===== config.mk =====
export PLATFORM = sky130hd
export DESIGN_NAME = hazard_ctrl_mc_flat
export DESIGN_NICKNAME = d
export VERILOG_FILES = /design/src/rtl/hazard_ctrl_mc_if.sv /design/src/rtl/hazard_ctrl_mc.sv /design/src/flat_wrapper.sv
export SDC_FILE = /design/constraint.sdc
export NUM_CORES = 1
export LEC_CHECK = 0
export BUFFER_PORTS_ARGS = -buffer_cell sky130_fd_sc_hd__buf_2
export CAP_MARGIN = 10
export CORE_UTILIZATION = 30
export CTS_BUF_LIST = sky130_fd_sc_hd__clkbuf_8
export DETAILED_ROUTE_END_ITERATION = 10
export PLACE_DENSITY = 0.63
export SETUP_SLACK_MARGIN = 0.2
export SYNTH_ARGS = -nofsm -noshare
export SYNTH_HDL_FRONTEND = slang
export SYNTH_SLANG_ARGS = --single-unit

===== constraint.sdc =====
create_clock -name clk -period 3.9 [get_ports clk]
set_input_delay 1.17 -clock clk [delete_from_list [all_inputs] [get_ports clk]]
set_output_delay 1.17 -clock clk [all_outputs]
set_load 0.05 [all_outputs]

===== src/rtl/hazard_ctrl_mc_if.sv =====
// Hazard-control signal bundle between the pipeline datapath (master) and hazard_ctrl_mc (slave).
// Register IDs and enables flow in; stall, flush, forward selects and perf count flow out.
interface hazard_ctrl_mc_if #(
  parameter int RA_W   = 5,
  parameter int PERF_W = 16
);
  logic [RA_W-1:0]   RsD, RtD, RsE, RtE;
  logic [RA_W-1:0]   WriteRegE, WriteRegM, WriteRegW;
  logic              RegWriteE, RegWriteM, RegWriteW;
  logic              MemtoRegE, MemtoRegM;
  logic              BranchD, JumpD, PCSrcD, McStartE;
  logic              StallF, StallD, StallE;
  logic              FlushD, FlushE, FlushM;
  logic              ForwardAD, ForwardBD;
  logic [1:0]        ForwardAE, ForwardBE;
  logic              McBusy;
  logic [PERF_W-1:0] StallCnt;

  modport master (
    output RsD, RtD, RsE, RtE, WriteRegE, WriteRegM, WriteRegW,
           RegWriteE, RegWriteM, RegWriteW, MemtoRegE, MemtoRegM,
           BranchD, JumpD, PCSrcD, McStartE,
    input  StallF, StallD, StallE, FlushD, FlushE, FlushM,
           ForwardAD, ForwardBD, ForwardAE, ForwardBE, McBusy, StallCnt
  );

  modport slave (
    input  RsD, RtD, RsE, RtE, WriteRegE, WriteRegM, WriteRegW,
           RegWriteE, RegWriteM, RegWriteW, MemtoRegE, MemtoRegM,
           BranchD, JumpD, PCSrcD, McStartE,
    output StallF, StallD, StallE, FlushD, FlushE, FlushM,
           ForwardAD, ForwardBD, ForwardAE, ForwardBE, McBusy, StallCnt
  );
endinterface


===== src/rtl/hazard_ctrl_mc.sv =====
// Hazard/forwarding controller for the five-stage pipeline with a saturating stall counter.
// Define HAZ_MC_EN to build the multi-cycle execute stall sequencer (MUL/DIV occupancy of E).
module hazard_ctrl_mc #(
  parameter int RA_W   = 5,
  parameter int MC_LAT = 4,
  parameter int PERF_W = 16
) (
  input logic             clk,
  input logic             reset,
  hazard_ctrl_mc_if.slave hz
);

  // Register 0 is hardwired, so a zero ID never creates a dependency.
  function automatic logic regHit(input logic [RA_W-1:0] a, input logic [RA_W-1:0] b);
    return (a != '0) && (a == b);
  endfunction

  logic              lwStall, brStall, mcStall, mcBusy;
  logic              stallF, stallD, stallE, flushE, flushM;
  logic [1:0]        fwdAE, fwdBE;
  logic [PERF_W-1:0] stallCntQ;

  assign lwStall = hz.MemtoRegE && (regHit(hz.RtE, hz.RsD) || regHit(hz.RtE, hz.RtD));

  assign brStall = hz.BranchD &&
                   ((hz.RegWriteE && (regHit(hz.WriteRegE, hz.RsD) || regHit(hz.WriteRegE, hz.RtD))) ||
                    (hz.MemtoRegM && (regHit(hz.WriteRegM, hz.RsD) || regHit(hz.WriteRegM, hz.RtD))));

`ifdef HAZ_MC_EN
  localparam logic [3:0] MC_LOAD  = 4'(MC_LAT - 1);
  localparam bit         MC_MULTI = (MC_LAT > 1);

  logic [3:0] cnt;

  // cnt==1 is the final E cycle: the op advances, so the stall lifts there.
  assign mcStall = hz.McStartE && MC_MULTI && (cnt != 4'd1);
  assign mcBusy  = (cnt != 4'd0);

  always_ff @(posedge clk or negedge reset) begin
    if (!reset) begin
      cnt <= 4'd0;
    end else if ((cnt == 4'd0) && mcStall) begin
      cnt <= MC_LOAD;
    end else if (cnt != 4'd0) begin
      cnt <= cnt - 4'd1;
    end
  end
`else
  logic unusedMcStart;
  assign unusedMcStart = hz.McStartE;
  assign mcStall       = 1'b0;
  assign mcBusy        = 1'b0;
`endif

  // A held multi-cycle op freezes E, so load/branch bubbles are not inserted behind it.
  always_comb begin
    stallF = 1'b0;
    stallD = 1'b0;
    stallE = 1'b0;
    flushE = 1'b0;
    flushM = 1'b0;
    if (mcStall) begin
      stallF = 1'b1;
      stallD = 1'b1;
      stallE = 1'b1;
      flushM = 1'b1;
    end else if (lwStall || brStall) begin
      stallF = 1'b1;
      stallD = 1'b1;
      flushE = 1'b1;
    end
  end

  always_comb begin
    fwdAE = 2'b00;
    fwdBE = 2'b00;
    if (hz.RegWriteM && regHit(hz.WriteRegM, hz.RsE)) begin
      fwdAE = 2'b10;
    end else if (hz.RegWriteW && regHit(hz.WriteRegW, hz.RsE)) begin
      fwdAE = 2'b01;
    end
    if (hz.RegWriteM && regHit(hz.WriteRegM, hz.RtE)) begin
      fwdBE = 2'b10;
    end else if (hz.RegWriteW && regHit(hz.WriteRegW, hz.RtE)) begin
      fwdBE = 2'b01;
    end
  end

  always_ff @(posedge clk or negedge reset) begin
    if (!reset) begin
      stallCntQ <= '0;
    end else if (stallF && (stallCntQ != '1)) begin
      stallCntQ <= stallCntQ + PERF_W'(1);
    end
  end

  assign hz.StallF    = stallF;
  assign hz.StallD    = stallD;
  assign hz.StallE    = stallE;
  assign hz.FlushD    = (hz.PCSrcD || hz.JumpD) && !stallD;
  assign hz.FlushE    = flushE;
  assign hz.FlushM    = flushM;
  assign hz.ForwardAD = hz.RegWriteM && regHit(hz.WriteRegM, hz.RsD);
  assign hz.ForwardBD = hz.RegWriteM && regHit(hz.WriteRegM, hz.RtD);
  assign hz.ForwardAE = fwdAE;
  assign hz.ForwardBE = fwdBE;
  assign hz.McBusy    = mcBusy;
  assign hz.StallCnt  = stallCntQ;

endmodule

===== src/flat_wrapper.sv =====
// flat-port wrapper written by rule: the top's interface ports become plain ports
module hazard_ctrl_mc_flat 
#(
  parameter int RA_W   = 5,
  parameter int MC_LAT = 4,
  parameter int PERF_W = 16
)
  (clk, reset, hz_RsD, hz_RtD, hz_RsE, hz_RtE, hz_WriteRegE, hz_WriteRegM, hz_WriteRegW, hz_RegWriteE, hz_RegWriteM, hz_RegWriteW, hz_MemtoRegE, hz_MemtoRegM, hz_BranchD, hz_JumpD, hz_PCSrcD, hz_McStartE, hz_StallF, hz_StallD, hz_StallE, hz_FlushD, hz_FlushE, hz_FlushM, hz_ForwardAD, hz_ForwardBD, hz_ForwardAE, hz_ForwardBE, hz_McBusy, hz_StallCnt);
  hazard_ctrl_mc_if #(.RA_W(RA_W), .PERF_W(PERF_W)) hz_i ();
  input logic clk;
  input logic reset;
  input wire logic [$bits(hz_i.RsD)-1:0] hz_RsD;
  input wire logic [$bits(hz_i.RtD)-1:0] hz_RtD;
  input wire logic [$bits(hz_i.RsE)-1:0] hz_RsE;
  input wire logic [$bits(hz_i.RtE)-1:0] hz_RtE;
  input wire logic [$bits(hz_i.WriteRegE)-1:0] hz_WriteRegE;
  input wire logic [$bits(hz_i.WriteRegM)-1:0] hz_WriteRegM;
  input wire logic [$bits(hz_i.WriteRegW)-1:0] hz_WriteRegW;
  input wire logic [$bits(hz_i.RegWriteE)-1:0] hz_RegWriteE;
  input wire logic [$bits(hz_i.RegWriteM)-1:0] hz_RegWriteM;
  input wire logic [$bits(hz_i.RegWriteW)-1:0] hz_RegWriteW;
  input wire logic [$bits(hz_i.MemtoRegE)-1:0] hz_MemtoRegE;
  input wire logic [$bits(hz_i.MemtoRegM)-1:0] hz_MemtoRegM;
  input wire logic [$bits(hz_i.BranchD)-1:0] hz_BranchD;
  input wire logic [$bits(hz_i.JumpD)-1:0] hz_JumpD;
  input wire logic [$bits(hz_i.PCSrcD)-1:0] hz_PCSrcD;
  input wire logic [$bits(hz_i.McStartE)-1:0] hz_McStartE;
  output wire logic [$bits(hz_i.StallF)-1:0] hz_StallF;
  output wire logic [$bits(hz_i.StallD)-1:0] hz_StallD;
  output wire logic [$bits(hz_i.StallE)-1:0] hz_StallE;
  output wire logic [$bits(hz_i.FlushD)-1:0] hz_FlushD;
  output wire logic [$bits(hz_i.FlushE)-1:0] hz_FlushE;
  output wire logic [$bits(hz_i.FlushM)-1:0] hz_FlushM;
  output wire logic [$bits(hz_i.ForwardAD)-1:0] hz_ForwardAD;
  output wire logic [$bits(hz_i.ForwardBD)-1:0] hz_ForwardBD;
  output wire logic [$bits(hz_i.ForwardAE)-1:0] hz_ForwardAE;
  output wire logic [$bits(hz_i.ForwardBE)-1:0] hz_ForwardBE;
  output wire logic [$bits(hz_i.McBusy)-1:0] hz_McBusy;
  output wire logic [$bits(hz_i.StallCnt)-1:0] hz_StallCnt;
  assign hz_i.RsD = hz_RsD;
  assign hz_i.RtD = hz_RtD;
  assign hz_i.RsE = hz_RsE;
  assign hz_i.RtE = hz_RtE;
  assign hz_i.WriteRegE = hz_WriteRegE;
  assign hz_i.WriteRegM = hz_WriteRegM;
  assign hz_i.WriteRegW = hz_WriteRegW;
  assign hz_i.RegWriteE = hz_RegWriteE;
  assign hz_i.RegWriteM = hz_RegWriteM;
  assign hz_i.RegWriteW = hz_RegWriteW;
  assign hz_i.MemtoRegE = hz_MemtoRegE;
  assign hz_i.MemtoRegM = hz_MemtoRegM;
  assign hz_i.BranchD = hz_BranchD;
  assign hz_i.JumpD = hz_JumpD;
  assign hz_i.PCSrcD = hz_PCSrcD;
  assign hz_i.McStartE = hz_McStartE;
  assign hz_StallF = hz_i.StallF;
  assign hz_StallD = hz_i.StallD;
  assign hz_StallE = hz_i.StallE;
  assign hz_FlushD = hz_i.FlushD;
  assign hz_FlushE = hz_i.FlushE;
  assign hz_FlushM = hz_i.FlushM;
  assign hz_ForwardAD = hz_i.ForwardAD;
  assign hz_ForwardBD = hz_i.ForwardBD;
  assign hz_ForwardAE = hz_i.ForwardAE;
  assign hz_ForwardBE = hz_i.ForwardBE;
  assign hz_McBusy = hz_i.McBusy;
  assign hz_StallCnt = hz_i.StallCnt;
  hazard_ctrl_mc #(.RA_W(RA_W), .MC_LAT(MC_LAT), .PERF_W(PERF_W)) u_core (.clk(clk), .reset(reset), .hz(hz_i));
endmodule

==> impl_results.md <==
- Status: finished clean
- # rows: 25
- Total global routing overflow: 0
- Initial Util: 0.317
- Commonest non-fill, non-tap cell in the layout: buf_2
- Synth top area share: 0.264
- DP HPWL: 3040 um
- IO Pins: 75
- Nets: 306
- Max reg flops: 16
- EDFF count, synth: 0
- CTS Sinks: 16
- H-tree levels: 1
- Ys async rst share: 1.00
- Warnings, synthesis: 0
- Num CTS Buffers: 3
- Area post-placement: 2010 um2
- GPL Wtd Cong: 0.803
- Synth-to-layout area growth: 45.2%
- Final Max Tran Viols: 0
- Netlist cell types: 30
- CTS root buffer: clkbuf_8
- Hold Violations, Final: 0
- Largest fanout on the critical path: 5
- WL final: 3640 um
- Period minus WS final: 3.84 ns
- Total of max-cap violations: 0
- Vias in the first global route: 1408
- Max Clock Freq: 260 MHz
- Die width: 73.1 um
- Hold Crit Class: reg -> reg
- Final worst-path cycle share: 0.986
- Final setup viols: 0
- Drt via density: 4.50
- Routed WL per cell: 11.2 um
- Worst EP required: 2.73 ns
- Lkg Pwr: 1.09 nW
- CORE AREA: 4790 um2
- Finished Cell Area: 2200 um2
- Commonest cells after routing, fill and taps aside: buf_2, xor2_1, buf_4
- Die height: 73.1 um
- I/O Buffers: 70
- ANT nets after route: 0
- RSZ-0062 raised after global routing: yes
- Top post-synthesis cells by area: dfrtp_1, xor2_1, xnor2_1
- CTS tree: done
- Bufs on Longest Clock Path: 2
- Ant diodes: 0
- Sequential cell area fraction in the yosys report: 0.264
- Initial antenna violation count: 0
- First-pass GRT wire length: 6170 um
- Post-Syn Area: 1520 um2
- Critical path class: in -> out
- Clk pin slew, worst setup/hold paths: 0.06 ns
- Main synth FF type: dfrtp_1
- Largest net degree at the start of global routing: 17
- Initial drt markers: 54
- Initial DRT Pass Iterations: 4
- Mapped Cells: 176
- Placed Cells: 310
- Hold slack: 0.484 ns
- Die area: 5350 um2
- Post-Route Utilization: 0.460
- Vias after detailed routing: 1462
- #FFs+latches synth: 16
- GRT Util Overall: 0.148
- Avg Synthesized Cell Area: 8.62 um2
- Crit path DAT: 2.67 ns
- PD cells: 286 nW/um2
- Worst setup SP type: primary input
- Max IR drop VDD: 0.164 mV
- CP endpoint kind: primary output
- Clk_lat worst skew: 0.25 ns
- Residual DRC: 0
- Layout cell share with drive strength beyond 1: 0.422
- Layout Cells excl Fill: 325
- Post-synth top area cell: dfrtp_1
- Clock skew: 0.00270 ns
[layout make-up]
cell class / instances / area (um2)
Inverter: 2 / 7.51
Fill cell: 499 / 2580
Multi-Input combinational cell: 143 / 1090
Sequential cell: 16 / 400
Clock buffer: 4 / 55.1
Tap cell: 67 / 83.8
Timing Repair Buffer: 93 / 568
[stage by stage]
stage	setup WS (ns)	TNS (ns)	power (W)
finish	0.0560	0	0.000631
global route	-0.00273	-0.00273	0.000671
CTS	0.0529	0	0.000635
detailed placement	-0.0830	-0.0830	0.000476
global placement	-0.0769	-0.0769	0.000472
floorplan	-0.0302	-0.0302	0.000402
[where the power goes]
group / internal [W] / total, W / switching, W
sequential: 0.000184 / 0.000208 / 0.0000247
clock: 0.0000897 / 0.000148 / 0.0000579
combinational: 0.0000987 / 0.000275 / 0.000176
total: 0.000372 / 0.000631 / 0.000258
[synthesized netlist by cell type, types with 2 or more instances]
library cell and number:
or3_1 2, buf_6 3, clkbuf_1 3, buf_2 5, mux2_1 2, xor2_1 42
a21oi_1 2, or4_1 4, nor4_1 7, inv_1 2, nand2_1 9, buf_4 6
xnor2_1 20, and3_1 3, nand3_1 16, nor2_1 10, nand4_1 2, nor3_1 11
dfrtp_1 16
[what timing repair did]
action | 4_1_cts | 5_1_grt
setup buffers | 10 | 1
endpoints found under the setup margin | 5 | 16
pin swaps | 3 | 0
endpoints found under the hold margin | 0 | 0
hold buffers | 0 | 0
gates resized for setup | 10 | 5
[kinds of logic (layout without fill, tap and decap cells)]
family	after synthesis	in the layout	share of synthesized area
flip-flops	16	16	0.264
adder cells (fa/ha/maj)	1	1	0.00824
other	1	3	0.00247
AO/OA/AOI/OAI	10	10	0.0511
multiplexers	2	2	0.0148
AND/OR/NAND/NOR	65	65	0.221
XOR/XNOR	62	62	0.358
buffers and inverters	19	99	0.0808
[final timing paths]
| path | from | to | slack, ns | cells after the start |
|---|---|---|---|---|
| max reg2reg | u_core.hz.StallCnt[3]$_DFFE_PN0P_ | u_core.hz.StallCnt[1]$_DFFE_PN0P_ | 1.72 | 7 |
| max | hz_WriteRegE[0] | hz_FlushD | 0.06 | 7 |
| min reg2reg | u_core.hz.StallCnt[7]$_DFFE_PN0P_ | u_core.hz.StallCnt[7]$_DFFE_PN0P_ | 0.48 | 1 |
| min | u_core.hz.StallCnt[7]$_DFFE_PN0P_ | u_core.hz.StallCnt[7]$_DFFE_PN0P_ | 0.48 | 1 |
| min in group asynchronous | reset | u_core.hz.StallCnt[8]$_DFFE_PN0P_ | 0.81 | 1 |
| max in group asynchronous | reset | u_core.hz.StallCnt[14]$_DFFE_PN0P_ | 2.83 | 1 |
[critical path, stage by stage]
cell and delay, ns:
buf_6 0.09, or4_1 0.50, o211ai_1 0.18, a21oi_1 0.09
or3_4 0.38, nor2_4 0.11, buf_8 0.15
[routing by layer]
| layer | vias up | share of wire | global-route usage |
|---|---|---|---|
| met3 | 3 | 0.046 | 0.0193 |
| met2 | 52 | 0.49 | 0.266 |
| li1 | 751 | - | - |
| met4 | 0 | 0.010 | 0.0458 |
| met5 | - | 0 | 0 |
| met1 | 656 | 0.45 | 0.180 |
Power figures use the tool's default switching activity.
